### config.mk
export PLATFORM = sky130hd
export DESIGN_NAME = booth_divider
export DESIGN_NICKNAME = d
export VERILOG_FILES = /design/src/rtl/div_pkg.sv /design/src/rtl/div_step2.sv /design/src/rtl/booth_divider.sv
export SDC_FILE = /design/constraint.sdc
export NUM_CORES = 1
export LEC_CHECK = 0
export ABC_AREA = 1
export BUFFER_PORTS_ARGS = -buffer_cell sky130_fd_sc_hd__buf_2
export CAP_MARGIN = 10
export CORE_MARGIN = 8
export CORE_UTILIZATION = 30
export CTS_CLUSTER_SIZE = 12
export DETAILED_ROUTE_END_ITERATION = 10
export PLACE_DENSITY_LB_ADDON = 0.15
export SLEW_MARGIN = 20
export SYNTH_ARGS = -nofsm -noshare
export SYNTH_HDL_FRONTEND = slang
export SYNTH_SLANG_ARGS = --single-unit
### constraint.sdc
create_clock -name clk_i -period 3.81 [get_ports clk_i]
set_input_delay 0.381 -clock clk_i [delete_from_list [all_inputs] [get_ports clk_i]]
set_output_delay 0.381 -clock clk_i [all_outputs]
set_load 0.05 [all_outputs]
### src/rtl/div_pkg.sv
// Shared types for the radix-4 restoring divider: FSM states and default width.
package div_pkg;
  localparam int DIV_WIDTH = 8;
  typedef enum logic [1:0] {IDLE, CALC, FIX, DONE} state_e;
endpackage

### src/rtl/div_step2.sv
// Two restoring division steps on {rem, quot}; purely combinational.
// A step keeps the trial difference only when it does not borrow (rem >= divisor).
module div_step2 #(
  parameter int WIDTH = 8
) (
  input  logic [WIDTH:0]     rem_i,
  input  logic [2*WIDTH-1:0] quot_i,
  input  logic [WIDTH-1:0]   dvs_i,
  output logic [WIDTH:0]     rem_o,
  output logic [2*WIDTH-1:0] quot_o
);
  logic [WIDTH+1:0]   dvs_x;
  logic [WIDTH+1:0]   sh0;
  logic [WIDTH+1:0]   sh1;
  logic [WIDTH:0]     rem_mid;
  logic [2*WIDTH-1:0] quot_mid;
  logic               ge0;
  logic               ge1;

  always_comb begin
    dvs_x    = {2'b00, dvs_i};
    sh0      = {rem_i, quot_i[2*WIDTH-1]};
    ge0      = sh0 >= dvs_x;
    rem_mid  = ge0 ? (WIDTH+1)'(sh0 - dvs_x) : sh0[WIDTH:0];
    quot_mid = {quot_i[2*WIDTH-2:0], ge0};
    sh1      = {rem_mid, quot_mid[2*WIDTH-1]};
    ge1      = sh1 >= dvs_x;
    rem_o    = ge1 ? (WIDTH+1)'(sh1 - dvs_x) : sh1[WIDTH:0];
    quot_o   = {quot_mid[2*WIDTH-2:0], ge1};
  end
endmodule

### src/rtl/booth_divider.sv
// Signed 2W/W sequential divider, two quotient bits per clock; result after WIDTH+2 edges
// (2 on divide-by-zero); result held in DONE until out_ready_i, no new operand until then.
module booth_divider
  import div_pkg::*;
#(
  parameter int WIDTH = DIV_WIDTH
) (
  input  logic                 clk_i,
  input  logic                 rst_i,
  input  logic                 in_valid_i,
  output logic                 in_ready_o,
  input  logic [2*WIDTH-1:0]   dividend_i,
  input  logic [WIDTH-1:0]     divisor_i,
  output logic                 out_valid_o,
  input  logic                 out_ready_i,
  output logic [WIDTH-1:0]     quotient_o,
  output logic [WIDTH-1:0]     remainder_o,
  output logic                 ovf_o,
  output logic                 div0_o
);
  localparam int CW = (WIDTH > 2) ? $clog2(WIDTH) : 1;
  localparam logic [CW-1:0] LAST = CW'(WIDTH - 1);
  localparam logic [2*WIDTH-1:0] QMAX_POS = {{(WIDTH+1){1'b0}}, {(WIDTH-1){1'b1}}};
  localparam logic [2*WIDTH-1:0] QMAX_NEG = {{WIDTH{1'b0}}, 1'b1, {(WIDTH-1){1'b0}}};

  state_e               state_q;
  logic [CW-1:0]        step_q;
  logic [WIDTH:0]       rem_q, rem_d;
  logic [2*WIDTH-1:0]   quot_q, quot_d;
  logic [WIDTH-1:0]     dvs_q;
  logic                 sgn_n_q, sgn_d_q, zero_q;
  logic                 in_ready_q, out_valid_q, ovf_q, div0_q;
  logic [WIDTH-1:0]     quotient_q, remainder_q;

  logic [2*WIDTH-1:0]   dividend_abs;
  logic [WIDTH-1:0]     divisor_abs, q_lo, q_fix, r_fix, n_fix;
  logic                 ovf_fix;

  div_step2 #(.WIDTH(WIDTH)) u_step (
    .rem_i  (rem_q),
    .quot_i (quot_q),
    .dvs_i  (dvs_q),
    .rem_o  (rem_d),
    .quot_o (quot_d)
  );

  always_comb begin
    dividend_abs = dividend_i[2*WIDTH-1] ? -dividend_i : dividend_i;
    divisor_abs  = divisor_i[WIDTH-1] ? -divisor_i : divisor_i;
    q_lo    = quot_q[WIDTH-1:0];
    q_fix   = (sgn_n_q ^ sgn_d_q) ? -q_lo : q_lo;
    r_fix   = sgn_n_q ? -rem_q[WIDTH-1:0] : rem_q[WIDTH-1:0];
    // On divide-by-zero quot_q still holds |dividend|; re-sign it to recover the raw low bits.
    n_fix   = sgn_n_q ? -q_lo : q_lo;
    ovf_fix = quot_q > ((sgn_n_q ^ sgn_d_q) ? QMAX_NEG : QMAX_POS);
  end

  always_ff @(posedge clk_i) begin
    if (rst_i) begin
      state_q     <= IDLE;
      step_q      <= '0;
      rem_q       <= '0;
      quot_q      <= '0;
      dvs_q       <= '0;
      sgn_n_q     <= 1'b0;
      sgn_d_q     <= 1'b0;
      zero_q      <= 1'b0;
      in_ready_q  <= 1'b1;
      out_valid_q <= 1'b0;
      quotient_q  <= '0;
      remainder_q <= '0;
      ovf_q       <= 1'b0;
      div0_q      <= 1'b0;
    end else begin
      unique case (state_q)
        IDLE: begin
          if (in_valid_i) begin
            sgn_n_q    <= dividend_i[2*WIDTH-1];
            sgn_d_q    <= divisor_i[WIDTH-1];
            quot_q     <= dividend_abs;
            dvs_q      <= divisor_abs;
            rem_q      <= '0;
            step_q     <= '0;
            zero_q     <= (divisor_i == '0);
            in_ready_q <= 1'b0;
            state_q    <= (divisor_i == '0) ? FIX : CALC;
          end
        end
        CALC: begin
          rem_q  <= rem_d;
          quot_q <= quot_d;
          step_q <= step_q + CW'(1);
          if (step_q == LAST) state_q <= FIX;
        end
        FIX: begin
          quotient_q  <= zero_q ? '0 : q_fix;
          remainder_q <= zero_q ? n_fix : r_fix;
          ovf_q       <= zero_q | ovf_fix;
          div0_q      <= zero_q;
          out_valid_q <= 1'b1;
          state_q     <= DONE;
        end
        DONE: begin
          if (out_ready_i) begin
            out_valid_q <= 1'b0;
            in_ready_q  <= 1'b1;
            state_q     <= IDLE;
          end
        end
      endcase
    end
  end

  assign in_ready_o  = in_ready_q;
  assign out_valid_o = out_valid_q;
  assign quotient_o  = quotient_q;
  assign remainder_o = remainder_q;
  assign ovf_o       = ovf_q;
  assign div0_o      = div0_q;
endmodule
Yosys cells after proc, flatten, opt, wreduce, memory -nomap -nowiden
Cells that the tools add are included.
{"block": "word_totals", "word_cells": 69, "output_inout_bits": 20, "input_bits": 28, "ff_bits": 61}
{"block": "classes", "eq_ne": 7, "reduce_logical": 10, "n_bitwise": 2, "n_lt_le_gt_ge": 3, "addsub": 7, "muxes": 26}
{"cell": "$mux 8", "n": 7}
{"cell": "$mux 16", "n": 2}
{"cell": "$pmux 16 s2", "n": 1}
{"cell": "$mux 9", "n": 3}
{"cell": "$neg 8->8", "n": 3}
{"cell": "$ge 10x8->1", "n": 2}
{"cell": "$pmux 9 s2", "n": 1}
{"cell": "$sub 9x8->9", "n": 2}
{"cell": "$gt 16x8->1", "n": 1}
{"cell": "$neg 16->16", "n": 1}
{"cell": "$logic_not 8->1", "n": 1}
{"cell": "$mux 2", "n": 4}
{"cell": "$pmux 2 s4", "n": 1}
{"cell": "$ne 2x2->1 const B", "n": 3}
{"cell": "$pmux 3 s2", "n": 1}
{"cell": "$reduce_and 2->1", "n": 3}
{"cell": "$reduce_and 3->1", "n": 2}
{"cell": "$reduce_bool 2->1", "n": 3}
{"cell": "$eq 2x2->1 const B", "n": 2}
{"cell": "$pmux 1 s2", "n": 2}
{"cell": "$add 3x1->3 const B", "n": 1}
{"cell": "$eq 3x3->1 const B", "n": 1}
{"cell": "$mux 1", "n": 3}
{"cell": "$mux 3", "n": 1}
{"cell": "other kinds (4)", "n": 4}

Logic depth before layout (Yosys ltp)
{"block": "depth", "word_depth": 5, "depth_mapped": 22}

Cells and area by module
From an unflattened synthesis, not the netlist that was laid out.
{"block": "hier_totals", "hier_cells": 752, "hier_area_um2": 4943.5}
{"module": "booth_divider", "seq_area_each_um2": 1221.2, "cells_each": 538, "instances": 1, "area_each_um2": 3609.7}
{"module": "div_step2", "seq_area_each_um2": 0.0, "cells_each": 214, "instances": 1, "area_each_um2": 1333.8}

Least setup slack after synthesis
OpenSTA, ideal clock, no wires.
{"block": "synth_timing", "path_kind": "register to register", "startpoint": "reg quot_q[15]", "endpoint": "reg rem_q[5]", "path_stages_with_launch": 23, "n_path_buf": 1, "setup_ns": 0.132, "arrival_time_ns": 2.940, "period_less_slack_ns": 3.072, "path_slack_ns": 0.738, "required_time_ns": 3.678, "cell_sequence": "dfxtp_1 -> inv_1 -> ha_1 -> fa_1 -> inv_1 -> nand2_1 -> nand2_1 -> nand3_4 -> nand4_2 -> buf_4 -> nand2_1 -> o21ai_0 -> inv_1 -> ha_1 -> nand2_1 -> o21ai_1 -> nand2_1 -> nand3_1 -> inv_2 -> nand4_4 -> nand2_1 -> nand3_1 -> a21oi_1"}
{"block": "synth_via", "elab_chain_cells": 5, "elab_cells_between_ends": 7}
{"item": "start: declaration", "line": "booth_divider.sv:29", "source": "logic [2*WIDTH-1:0] quot_q, quot_d;"}
{"item": "start signal: assignment", "line": "booth_divider.sv:80", "source": "quot_q <= dividend_abs;"}
{"item": "start signal: assignment", "line": "booth_divider.sv:91", "source": "quot_q <= quot_d;"}
{"item": "$sub 9x8->9 or $ge 10x8->1 (tied branches)", "line": "div_step2.sv:24, div_step2.sv:23"}
{"item": "$mux 9 *", "line": "div_step2.sv:24", "source": "rem_mid = ge0 ? (WIDTH+1)'(sh0 - dvs_x) : sh0[WIDTH:0];"}
{"item": "$sub 9x8->9 or $ge 10x8->1 (tied branches)", "line": "div_step2.sv:28, div_step2.sv:27"}
{"item": "$mux 9 *", "line": "div_step2.sv:28", "source": "rem_o = ge1 ? (WIDTH+1)'(sh1 - dvs_x) : sh1[WIDTH:0];"}
{"item": "$pmux 9 s2 *", "line": "booth_divider.sv:75", "source": "unique case (state_q)"}
{"item": "end signal: assignment", "line": "booth_divider.sv:90", "source": "rem_q <= rem_d;"}
{"item": "end: declaration", "line": "booth_divider.sv:28", "source": "logic [WIDTH:0] rem_q, rem_d;"}
Every way passes the cells marked *; elsewhere a longest branch is shown, timed or not.
A chain may end at the register's enable or synchronous reset.

Worst setup path after layout
Ends and elaborated chain as after synthesis.

==> flow_summary.yaml <==
flow_run:
  maxCapViolations: 0
logic_synthesis:
  yosysUniqueCellTypes: 44
  synth_edf_count: 0
  yosys.area.top_type_share: 0.271
  ys_seq_area_frac: 0.271
  synth_most_common_cell: "nand2_1"
  synth-seq-cells: 61
  synth_flop_cell: "dfxtp_1"
  synth.avg_cell_area_um2: 6.71
  synth_warnings: 0
  syn_nets: 736
  ys_top_cells_by_count: "156 x nand2_1, 85 x a21oi_1, 81 x inv_1, 61 x dfxtp_1, 45 x o21ai_0"
  synth_top_area_cell: "dfxtp_1"
  syn-instance-count: 672
  netlist_area_um2: 4510
  synthArstFlopShare: 0
  netlist_top_cells_area: "dfxtp_1 27%, nand2_1 13%, a21oi_1 9.4%, ha_1 9.4%, inv_1 6.7%"
detailed_routing:
  wire_per_inst_um: 14.5
  firstDrtPassIters: 7
  drc: 0
  drt_first_iter_violations: 223
  detail-route-antenna-nets: 0
  drt-total-wl_um: 13300
  viasPerCell: 4.96
  vias: 4542
timing:
  setup_ws_ns: 0.390
  fin_tns_setup_ns: 0
  tightest_slew_ns: 0.881
  fin_crit_ns: 3.42
  relSlewSlack: 0.411
  rsz0062_at_grt: "no"
  hold_viol: 0
  slew_violations: 0
  fin_skew_ns: 0.00491
  max_freq_mhz: 292
  fin_crit_sh: 0.898
  setup_viol: 0
min_path:
  min_delay_worst_endpoint: "out_valid_o$_SDFFE_PP0P_"
  worstHoldPathCells: 4
  worstHoldStart: "out_ready_i"
  hold_path_class: "in -> reg"
critical_path:
  start_kind: "register"
  arrival_ns: 3.69
  r2r-end: "rem_q[5]$_SDFFE_PP0P_"
  reg2reg_setup_slack_ns: 0.39
  worstPathMaxFanout: 10
  reg2reg_depth: 22
  end_kind: "register"
  crit_type: "reg -> reg"
  cp.required_ns: 4.08
  r2r-start: "quot_q[15]$_SDFFE_PP0P_"
grt:
  grtUsageTotal: 0.136
  grt_max_degree: 45
  grt_overflow_total: 0
  grt_pass1_vias: 4365
  grt_pass1_wl_um: 21600
  antenna_found_initial: 0
placement:
  placed_cells: 895
  port-buffer-count: 47
  gp_congestion: 0.827
  hpwl_um: 10400
  place_ws_ns: 0.0786
clock_network:
  clkLatencyLatePin_ns: 0.34
  cts-root-buf: "clkbuf_16"
  cts_buffers: 9
  clock_path_buffers: 2
  cts_tree: "done"
  clkSinkCount: 61
  path_clk_slew_ns: 0.05
  h-tree-depth: 3
finish:
  layout-drive-gt1-share: 0.139
  finalNetCount: 786
  seqCellArea_um2: 1220
  stdcell_count: 915
  multi_input_area_um2: 2910
  fill_cells: 1613
  num_antenna_cells: 0
  fin_util: 0.355
  areaGrowthSynthToFinish_pct: 17.4
status:
  status: "finished, final reports clean"
die:
  fp.dieArea_um2: 19200
  die-height_um: 139
  die_w_um: 139
  coreArea_um2: 14900
  ios: 48
  fp-row-count: 45
  initial_utilization: 0.302
power_and_ir_drop:
  power_leakage_nw: 2.45
  powerDensity_nw_per_um2: 994
  ir_worst_vdd_v: 0.000470
-- state kept, by name (all words and copies together) (netlist names) --
signal and count:
div0_o 1, dvs_q 8, in_ready_o 1, out_valid_o 1, ovf_o 1, quot_q 16, quotient_o 8, rem_q 9
remainder_o 8, sgn_d_q 1, sgn_n_q 1, state_q 2, step_q 3, zero_q 1
-- worst max-delay path by stage --
stage	slack (ns)	end	startpoint
after global placement	0.20	quot_q[0]$_SDFFE_PP0P_	quot_q[15]$_SDFFE_PP0P_
final	0.39	rem_q[5]$_SDFFE_PP0P_	quot_q[15]$_SDFFE_PP0P_
after CTS	0.05	rem_q[5]$_SDFFE_PP0P_	quot_q[15]$_SDFFE_PP0P_
after detailed placement	0.08	rem_q[5]$_SDFFE_PP0P_	quot_q[15]$_SDFFE_PP0P_
after global routing	0.01	rem_q[5]$_SDFFE_PP0P_	quot_q[15]$_SDFFE_PP0P_
after floorplan	0.74	rem_q[5]$_SDFFE_PP0P_	quot_q[15]$_SDFFE_PP0P_
-- report_power, final --
group	internal, mW	switching [mW]
Combinational	1.28	2.28
Sequential	0.792	0.165
Clock	0.455	0.290
-- metal layers --
metal | wire length [um] | track usage | vias up | share of wire
li1 | - | - | 2352 | -
met1 | 6550 | 0.177 | 2100 | 0.49
met2 | 6070 | 0.217 | 74 | 0.46
met3 | 396 | 0.0226 | 16 | 0.030
met4 | 285 | 0.0589 | 0 | 0.021
met5 | 0 | 0 | - | 0
-- placed cells by master, fill, tap and decap left out, drive strengths merged --
master   synthesis  final
nand2          162    162
a21oi           86     86
inv             83     83
dfxtp           61     61
buf              3     61
o21ai           48     48
nor2            46     46
nand3           42     42
ha              34     34
xor2            21     21
o211ai          20     20
clkbuf          19     12
nor3            11     11
xnor2            7      7
nand4            6      6
a31oi            4      4
clkinv           0      4
nor4             3      3
o21bai           2      2
a221oi           2      2
fa               2      2
or2              2      2
o221ai           1      1
nand3b           1      1
a2111oi          1      1
o21a             1      1
o41ai            1      1
a41oi            1      1
o31ai            1      1
o2111ai          1      1
-- area by class of cell --
| type | count | area share |
|---|---|---|
| Multi-Input combinational cell | 506 | 0.550 |
| Clock buffer | 12 | 0.0466 |
| Clock inverter | 4 | 0.00449 |
| Tap cell | 188 | 0.0445 |
| Timing Repair Buffer | 61 | 0.0643 |
| Inverter | 83 | 0.0589 |
| Sequential cell | 61 | 0.231 |
-- per-stage QoR --
stage          area (um2)  power, mW  hold slack (ns)
2_1_floorplan        4510       3.57            0.429
3_3_place_gp         4960       4.35            0.453
3_5_place_dp         4960       4.39            0.459
4_1_cts              5230       5.15            0.321
5_1_grt              5290       5.78            0.336
6_report             5290       5.26            0.332
-- logic make-up (layout without fill, tap and decap cells) --
| family | count (synthesis) | in the layout | share of synthesized area |
|---|---|---|---|
| flops | 61 | 61 | 0.271 |
| xor+xnor | 28 | 28 | 0.0544 |
| buf+inv | 105 | 160 | 0.0888 |
| compound gates | 169 | 169 | 0.211 |
| fa+ha+maj | 36 | 36 | 0.103 |
| simple gates | 273 | 273 | 0.271 |
-- critical path: stages, from the launching register on --
cell and delay, ns:
dfxtp_1 0.35, inv_1 0.07, ha_1 0.23, fa_1 0.41
inv_1 0.07, nand2_1 0.06, nand2_2 0.12, nand3_4 0.11
nand4_4 0.17, buf_4 0.16, nand2_1 0.04, o21ai_1 0.17
inv_1 0.08, ha_1 0.28, nand2_1 0.09, inv_1 0.05
nand4_1 0.13, nand2_4 0.08, nor2_8 0.18, nand4_4 0.17
nand2_1 0.11, nand3_1 0.08, a21oi_2 0.15
-- timing repair --
action	4_1_cts	5_1_grt
endpoints found under the setup margin	0	10
resized for setup	0	8
buffers inserted	0	4
hold buffers	0	0
Note: power is estimated with default switching activity, not from simulation.
